**src/rtl/alu_mul_sequencer.sv**
```systemverilog
// alu_mul_sequencer: 64x64->128 unsigned shift-add multiplier that borrows the
// execute-stage ALU for its additions, one ALU operation per clock.
// Optional build macro SIGNED_MUL_EN adds a mul_signed port plus the NEG_OPS
// (operand magnitude) and FIX (result sign) states for signed multiplies.
module alu_mul_sequencer #(
  parameter int WIDTH = 64,
  parameter int CNT_W = 6
) (
  input  logic               clock,
  input  logic               reset,
  input  logic               start,
  input  logic [WIDTH-1:0]   mcand,
  input  logic [WIDTH-1:0]   mplier,
`ifdef SIGNED_MUL_EN
  input  logic               mul_signed,
`endif
  output logic               busy,
  output logic               done,
  output logic [2*WIDTH-1:0] product,
  output logic               prod_zero,
  output logic [WIDTH-1:0]   alu_a,
  output logic [WIDTH-1:0]   alu_b,
  output logic [4:0]         alu_fs,
  output logic               alu_cin,
  input  logic [WIDTH-1:0]   alu_f,
  input  logic               alu_cout
);

  localparam logic [2:0] S_IDLE  = 3'd0;
  localparam logic [2:0] S_RUN   = 3'd1;
  localparam logic [2:0] S_DONE  = 3'd2;
`ifdef SIGNED_MUL_EN
  localparam logic [2:0] S_NEG_A = 3'd3;  // first NEG_OPS cycle: multiplicand
  localparam logic [2:0] S_NEG_B = 3'd4;  // second NEG_OPS cycle: multiplier
  localparam logic [2:0] S_FIX   = 3'd5;
  localparam logic [4:0] FS_NEG_B = 5'b01001;  // 0 + (-B)
`endif
  localparam logic [4:0] FS_ZERO = 5'b11000;
  localparam logic [4:0] FS_ADD  = 5'b01000;

  logic [2:0]         state;
  logic [WIDTH-1:0]   acc;
  logic [WIDTH-1:0]   lo;
  logic [WIDTH-1:0]   mc;
  logic [CNT_W-1:0]   cnt;
  logic [2*WIDTH-1:0] step_next;
  logic               last_step;
`ifdef SIGNED_MUL_EN
  logic               signed_op;
  logic               neg_result;
`endif

  // One shift-add step: ALU sum (with carry) becomes the new upper half while
  // the whole {acc,lo} pair moves right by one, retiring the multiplier LSB.
  assign step_next = {alu_cout, alu_f, lo[WIDTH-1:1]};
  assign last_step = (cnt == CNT_W'(WIDTH - 1));

  // Busy covers every state that is still working on an accepted request.
`ifdef SIGNED_MUL_EN
  assign busy = (state == S_RUN) || (state == S_NEG_A) || (state == S_NEG_B) || (state == S_FIX);
`else
  assign busy = (state == S_RUN);
`endif

  // ALU request for the current state; idle states issue the zero op.
  always_comb begin
    // NOTE: every output gets a default before the case so no path leaves one unassigned (no latch).
    alu_a   = '0;
    alu_b   = '0;
    alu_fs  = FS_ZERO;
    alu_cin = 1'b0;
    case (state)
      S_RUN: begin
        alu_a  = acc;
        alu_b  = lo[0] ? mc : '0;
        alu_fs = FS_ADD;
      end
`ifdef SIGNED_MUL_EN
      S_NEG_A: begin
        alu_b  = mc;
        alu_fs = FS_NEG_B;
      end
      S_NEG_B: begin
        alu_b  = lo;
        alu_fs = FS_NEG_B;
      end
`endif
      default: ;
    endcase
  end

  // Sequencer state, datapath registers and the registered result/done pulse.
  always_ff @(posedge clock or posedge reset) begin
    if (reset) begin
      state     <= S_IDLE;
      acc       <= '0;
      lo        <= '0;
      mc        <= '0;
      cnt       <= '0;
      product   <= '0;
      prod_zero <= 1'b0;
      done      <= 1'b0;
`ifdef SIGNED_MUL_EN
      signed_op  <= 1'b0;
      neg_result <= 1'b0;
`endif
    end else begin
      // NOTE: non-blocking assignments so every register samples pre-edge values, like real flops.
      done <= (state == S_DONE);
      case (state)
        S_IDLE: begin
          if (start) begin
            mc  <= mcand;
            lo  <= mplier;
            acc <= '0;
            cnt <= '0;
`ifdef SIGNED_MUL_EN
            signed_op  <= mul_signed;
            neg_result <= mul_signed & (mcand[WIDTH-1] ^ mplier[WIDTH-1]);
            state      <= mul_signed ? S_NEG_A : S_RUN;
`else
            state <= S_RUN;
`endif
          end
        end
        S_RUN: begin
          {acc, lo} <= step_next;
          // Hold the counter on the final step instead of letting it wrap.
          cnt <= last_step ? cnt : cnt + 1'b1;
          if (last_step) begin
`ifdef SIGNED_MUL_EN
            if (signed_op) begin
              state <= S_FIX;
            end else begin
              product   <= step_next;
              prod_zero <= (step_next == '0);
              state     <= S_DONE;
            end
`else
            product   <= step_next;
            prod_zero <= (step_next == '0);
            state     <= S_DONE;
`endif
          end
        end
        S_DONE: state <= S_IDLE;
`ifdef SIGNED_MUL_EN
        S_NEG_A: begin
          mc    <= mc[WIDTH-1] ? alu_f : mc;
          state <= S_NEG_B;
        end
        S_NEG_B: begin
          lo    <= lo[WIDTH-1] ? alu_f : lo;
          state <= S_RUN;
        end
        S_FIX: begin
          product   <= neg_result ? -{acc, lo} : {acc, lo};
          prod_zero <= ({acc, lo} == '0);
          state     <= S_DONE;
        end
`endif
        default: state <= S_IDLE;
      endcase
    end
  end

endmodule

```
**config.mk**
```make
export PLATFORM = sky130hd
export DESIGN_NAME = alu_mul_sequencer
export DESIGN_NICKNAME = d
export VERILOG_FILES = /design/src/rtl/alu_mul_sequencer.sv
export SDC_FILE = /design/constraint.sdc
export NUM_CORES = 1
export LEC_CHECK = 0
export BUFFER_PORTS_ARGS = -buffer_cell sky130_fd_sc_hd__buf_4
export CAP_MARGIN = 10
export CORE_AREA = 2 2 249 202
export DETAILED_ROUTE_END_ITERATION = 16
export DIE_AREA = 0 0 251 204
export PLACE_DENSITY_LB_ADDON = 0.2
export SLEW_MARGIN = 20
export SYNTH_ARGS = -nofsm -noshare
export SYNTH_HDL_FRONTEND = slang
export SYNTH_SLANG_ARGS = --single-unit
```
**constraint.sdc**
```tcl
create_clock -name clock -period 29.6 [get_ports clock]
set_clock_uncertainty 0.05 [all_clocks]
set_input_delay 1.48 -clock clock [delete_from_list [all_inputs] [get_ports clock]]
set_output_delay 1.48 -clock clock [all_outputs]
set_load 0.01 [all_outputs]
```
**Word level (Yosys, flattened, before mapping)**

Index checks and enable logic that the tools add are counted.

- Register bits: 331
- Output and inout port bits: 265
- Logic and storage cells: 37

- $add $sub $neg: 1
- Equality and inequality tests: 6
- Muxes and demuxes: 14
- Reductions and logical operators: 8

Operator list:

| operator | count |
|---|---|
| two-way mux 64 bit | 5 |
| case mux 64 bit (2 select lines) | 2 |
| zero test 128 bit | 1 |
| two-way mux 6 bit | 2 |
| case mux 6 bit (2 select lines) | 1 |
| AND reduction 2 bit | 4 |
| adder 6 x 1 -> 6 bit (second input constant) | 1 |
| equality test 6 bit (second input constant) | 1 |
| two-way mux 3 bit | 2 |
| case mux 3 bit (2 select lines) | 1 |
| two-way mux 5 bit | 1 |
| != test 2 bit (second input constant) | 2 |
| equality test 3 x 1 -> 1 bit (second input constant) | 1 |
| equality test 3 x 2 -> 1 bit (second input constant) | 1 |
| zero test 3 bit | 1 |
| AND reduction 3 bit | 1 |
| != test 2 x 1 -> 1 bit (second input constant) | 1 |
| nonzero test 2 bit | 1 |

**Longest topological paths before layout**

- Depth after elaboration: 3
- Mapped depth: 7
- Mapped depth without buffers: 5

**Least setup slack after synthesis**

OpenSTA, ideal clock, no wires.

- Path kind: flip-flop to output port
- From: register state[1]
- To: output alu_a[59]
- Data arrival time: 1.320 ns
- Data required time: 28.070 ns
- Setup slack: 26.750 ns
- Cell stages (with the launch flop): 6
- Buffers on the path: 3
- Path through: dfrtp_1 -> nor2b_1 -> buf_4 -> clkbuf_1 -> clkbuf_1 -> and2_1

- Cells in the longest elaborated chain, start to end: 2

RTL lines:

| item | line | RTL |
|---|---|---|
| start, declared | 41 | `logic [2:0] state;` |
| start signal, assigned | 95 | `state <= S_IDLE;` |
| start signal, assigned | 122 | `state <= S_RUN;` |
| start signal, assigned | 142 | `state <= S_DONE;` |
| equality test 3 x 1 -> 1 bit | 72 | `case (state)` |
| two-way mux 64 bit | 72 |  |
| end, declared | 21 | `output logic [WIDTH-1:0] alu_a,` |

No other way between the ends.

**Worst setup path after layout**

- From: register state[1]
- To: output alu_fs[4]

- Cells in the longest elaborated chain, start to end: 2

RTL lines:

| item | line | RTL |
|---|---|---|
| equality test 3 x 1 -> 1 bit | 72 |  |
| two-way mux 5 bit | 72 |  |
| end, declared | 23 | `output logic [4:0] alu_fs,` |

No other way between the ends.

==> results.yml <==
timing:
  whs_ps: 414
  fin_tns_setup_ps: 0
  finalCritPeriodShare: 0.133
  final_hold_viol_count: 0
  max-slew-margin-rel: 0.277
  worst_slack_ps: 25680
  rsz0062_at_grt: "false"
  fmax_mhz: 255
  tightest_slew_ps: 1080
  period_minus_slack_ps: 3920
  setup_viol: 0
  slew_violations: 0
power:
  power_leakage_nw: 9.58
  p_per_area_nw_per_um2: 98.5
  ir_worst_vdd_uv: 61.1
detailed_routing:
  drtIter0Drc: 615
  via_count: 11600
  avgRoutedWirePerCell_um: 18.6
  drc: 0
  drtPass1Iterations: 5
  routed_wl_um: 46000
  via_per_inst: 4.68
  antenna_left: 0
floorplan:
  fp.dieW_um: 251
  die_area_um2: 51200
  ios: 461
  rows: 73
  die_h_um: 204
  initial_utilization: 0.296
  core_um2: 49000
synthesis:
  synth_top_area_cell: "dfrtp_1"
  synthFlopType: "dfrtp_1"
  synth_seq_cells: 330
  syn-instance-count: 1412
  synth-edff-count: 0
  yosysMostFrequentCell: "nand2_1"
  synthTopCellsByCount: "nand2_1 (452), dfrtp_1 (330), mux2_4 (87), o21ai_0 (69), nor2_1 (67)"
  synthArstFlopShare: 1.00
  synthTopCellsByArea: "dfrtp_1 (57%), nand2_1 (12%), mux2_4 (9.0%)"
  avgSynthCellArea_um2: 10.3
  syn_area_um2: 14500
  yosysWarnings: 0
  ys_seq_area_frac: 0.570
  synth_top_cell_area_share: 0.570
  synth.distinct_cells: 31
worst_setup_path:
  cp_max_fo: 196
  start_kind: "register"
  arrival_ps: 2390
  worst_ep_required_time_ps: 28070
  cp-end-kind: "output pin"
  path_class: "reg -> out"
place:
  dp.final_hpwl_um: 30700
  dp_slack_ps: 25750
  gp_congestion: 0.800
  io_buffers: 455
clock_network:
  clockBufferDepth: 3
  clock-sinks: 330
  root_buffer: "clkbuf_16"
  postCtsSetupBuffers: 0
  htreeDepth: 2
  cts_made_buffers: 38
  cts_tree: "done"
  ctsResizeCount: 0
  cts_hold_buf: 0
  clkTransAtPathRegs_ps: 60
  insertion_delay_ps: 540
global_routing:
  top_usage_layer: "met2"
  antenna_found_initial: 4
  met3_usage: 0.0472
  track_usage: 0.177
  grt_max_degree: 197
  first_global_vias: 11600
  met2_usage: 0.269
  met1_usage: 0.247
  grt_pass1_wl_um: 71000
  grt-ovfl-total: 0
final_layout:
  num-nets-final: 2012
  layout-drive-gt1-share: 0.360
  synthToLayoutAreaGrowth_pct: 35.0
worst_hold_path:
  holdCritPathClass: "reg -> reg"
job:
  cap_violations: 0
run_status:
  status: "completed"
layout make-up:
| class | instances | area [µm²] |
|---|---|---|
| clock buffer | 50 | 1110 |
| multi-input combinational | 975 | 5740 |
| sequential | 330 | 8260 |
| timing repair buffer | 465 | 3520 |
| inverter | 5 | 31.3 |
| clock inverter | 10 | 91.3 |
| fill | 4866 | 29400 |
| tap | 637 | 797 |
| antenna | 3 | 7.51 |
through the flow:
step                      instances  total power [mW]   util  instance area [µm²]
final                          2475              1.93  0.399                19600
after global routing           2473              2.06  0.399                19600
after CTS                      2472              1.96  0.399                19500
after detailed placement       2412              1.48  0.375                18300
after global placement         2412              1.47  0.375                18300
after floorplan                1415              1.11      -                14500
registers in the layout (all words and copies together), names as in the netlist:
signal and cells:
acc 64, cnt 6, done 1, lo 64
mc 64, prod_zero 1, product 128, state 2
cells in the final DEF, fill, tap and decap left out, types with 2 or more instances in the layout:
cell type   count
buf_4         462
nand2_1       451
dfrtp_1       330
mux2_4         87
o21ai_0        69
nor2_1         67
and3_1         66
a31oi_1        64
and2_1         64
mux2_2         41
clkbuf_16      41
nor4_1         28
nand4_1         8
nand3_1         6
conb_1          5
clkbuf_8        5
nor4_2          4
clkbuf_1        4
clkinv_2        4
diode_2         3
inv_6           3
inv_1           3
or4_1           2
a21oi_1         2
clkinvlp_4      2
buf_12          2
kinds of logic (layout without fill, tap and decap cells):
group | count (synthesis) | in the layout | share of synthesized area
adders and majority gates | 1 | 1 | 0.000863
DFF | 330 | 330 | 0.570
xor gates and xnor gates | 2 | 2 | 0.00121
and+or+nand+nor | 701 | 701 | 0.215
other | 2 | 8 | 0.000518
AOI/OAI and AO/OA | 137 | 137 | 0.0536
buffers and inverters | 110 | 530 | 0.0364
muxes | 129 | 129 | 0.123
report_power, final:
group,internal (mW),switching [mW],total [mW],leakage [nW]
clock,0.271,0.191,0.462,0.589
sequential,0.604,0.109,0.712,3.65
combinational,0.354,0.399,0.753,5.34
worst max-delay path: stages, from the launching register on:
cell     delay [ps]
dfrtp_1         410
nor2b_4         180
buf_12          470
inv_6           470
buf_4           300
routing by layer:
layer | vias to the layer above | routed length [µm]
met1 | 5707 | 21000
met3 | 56 | 3160
met4 | 0 | 1020
met5 | - | 0
met2 | 336 | 20800
li1 | 5493 | -
final timing paths:
kind,end,slack (ps),from,cells past startpoint
max,alu_fs[4],25680,state[1],4
min,mc[58],410,mc[58],2
max reg2reg,product[88],25730,cnt[0],6
min reg2reg,mc[58],410,mc[58],2
max in group asynchronous,lo[40],27200,reset,3
min in group asynchronous,mc[15],980,reset,2
Note: power is estimated with default switching activity, not from simulation.
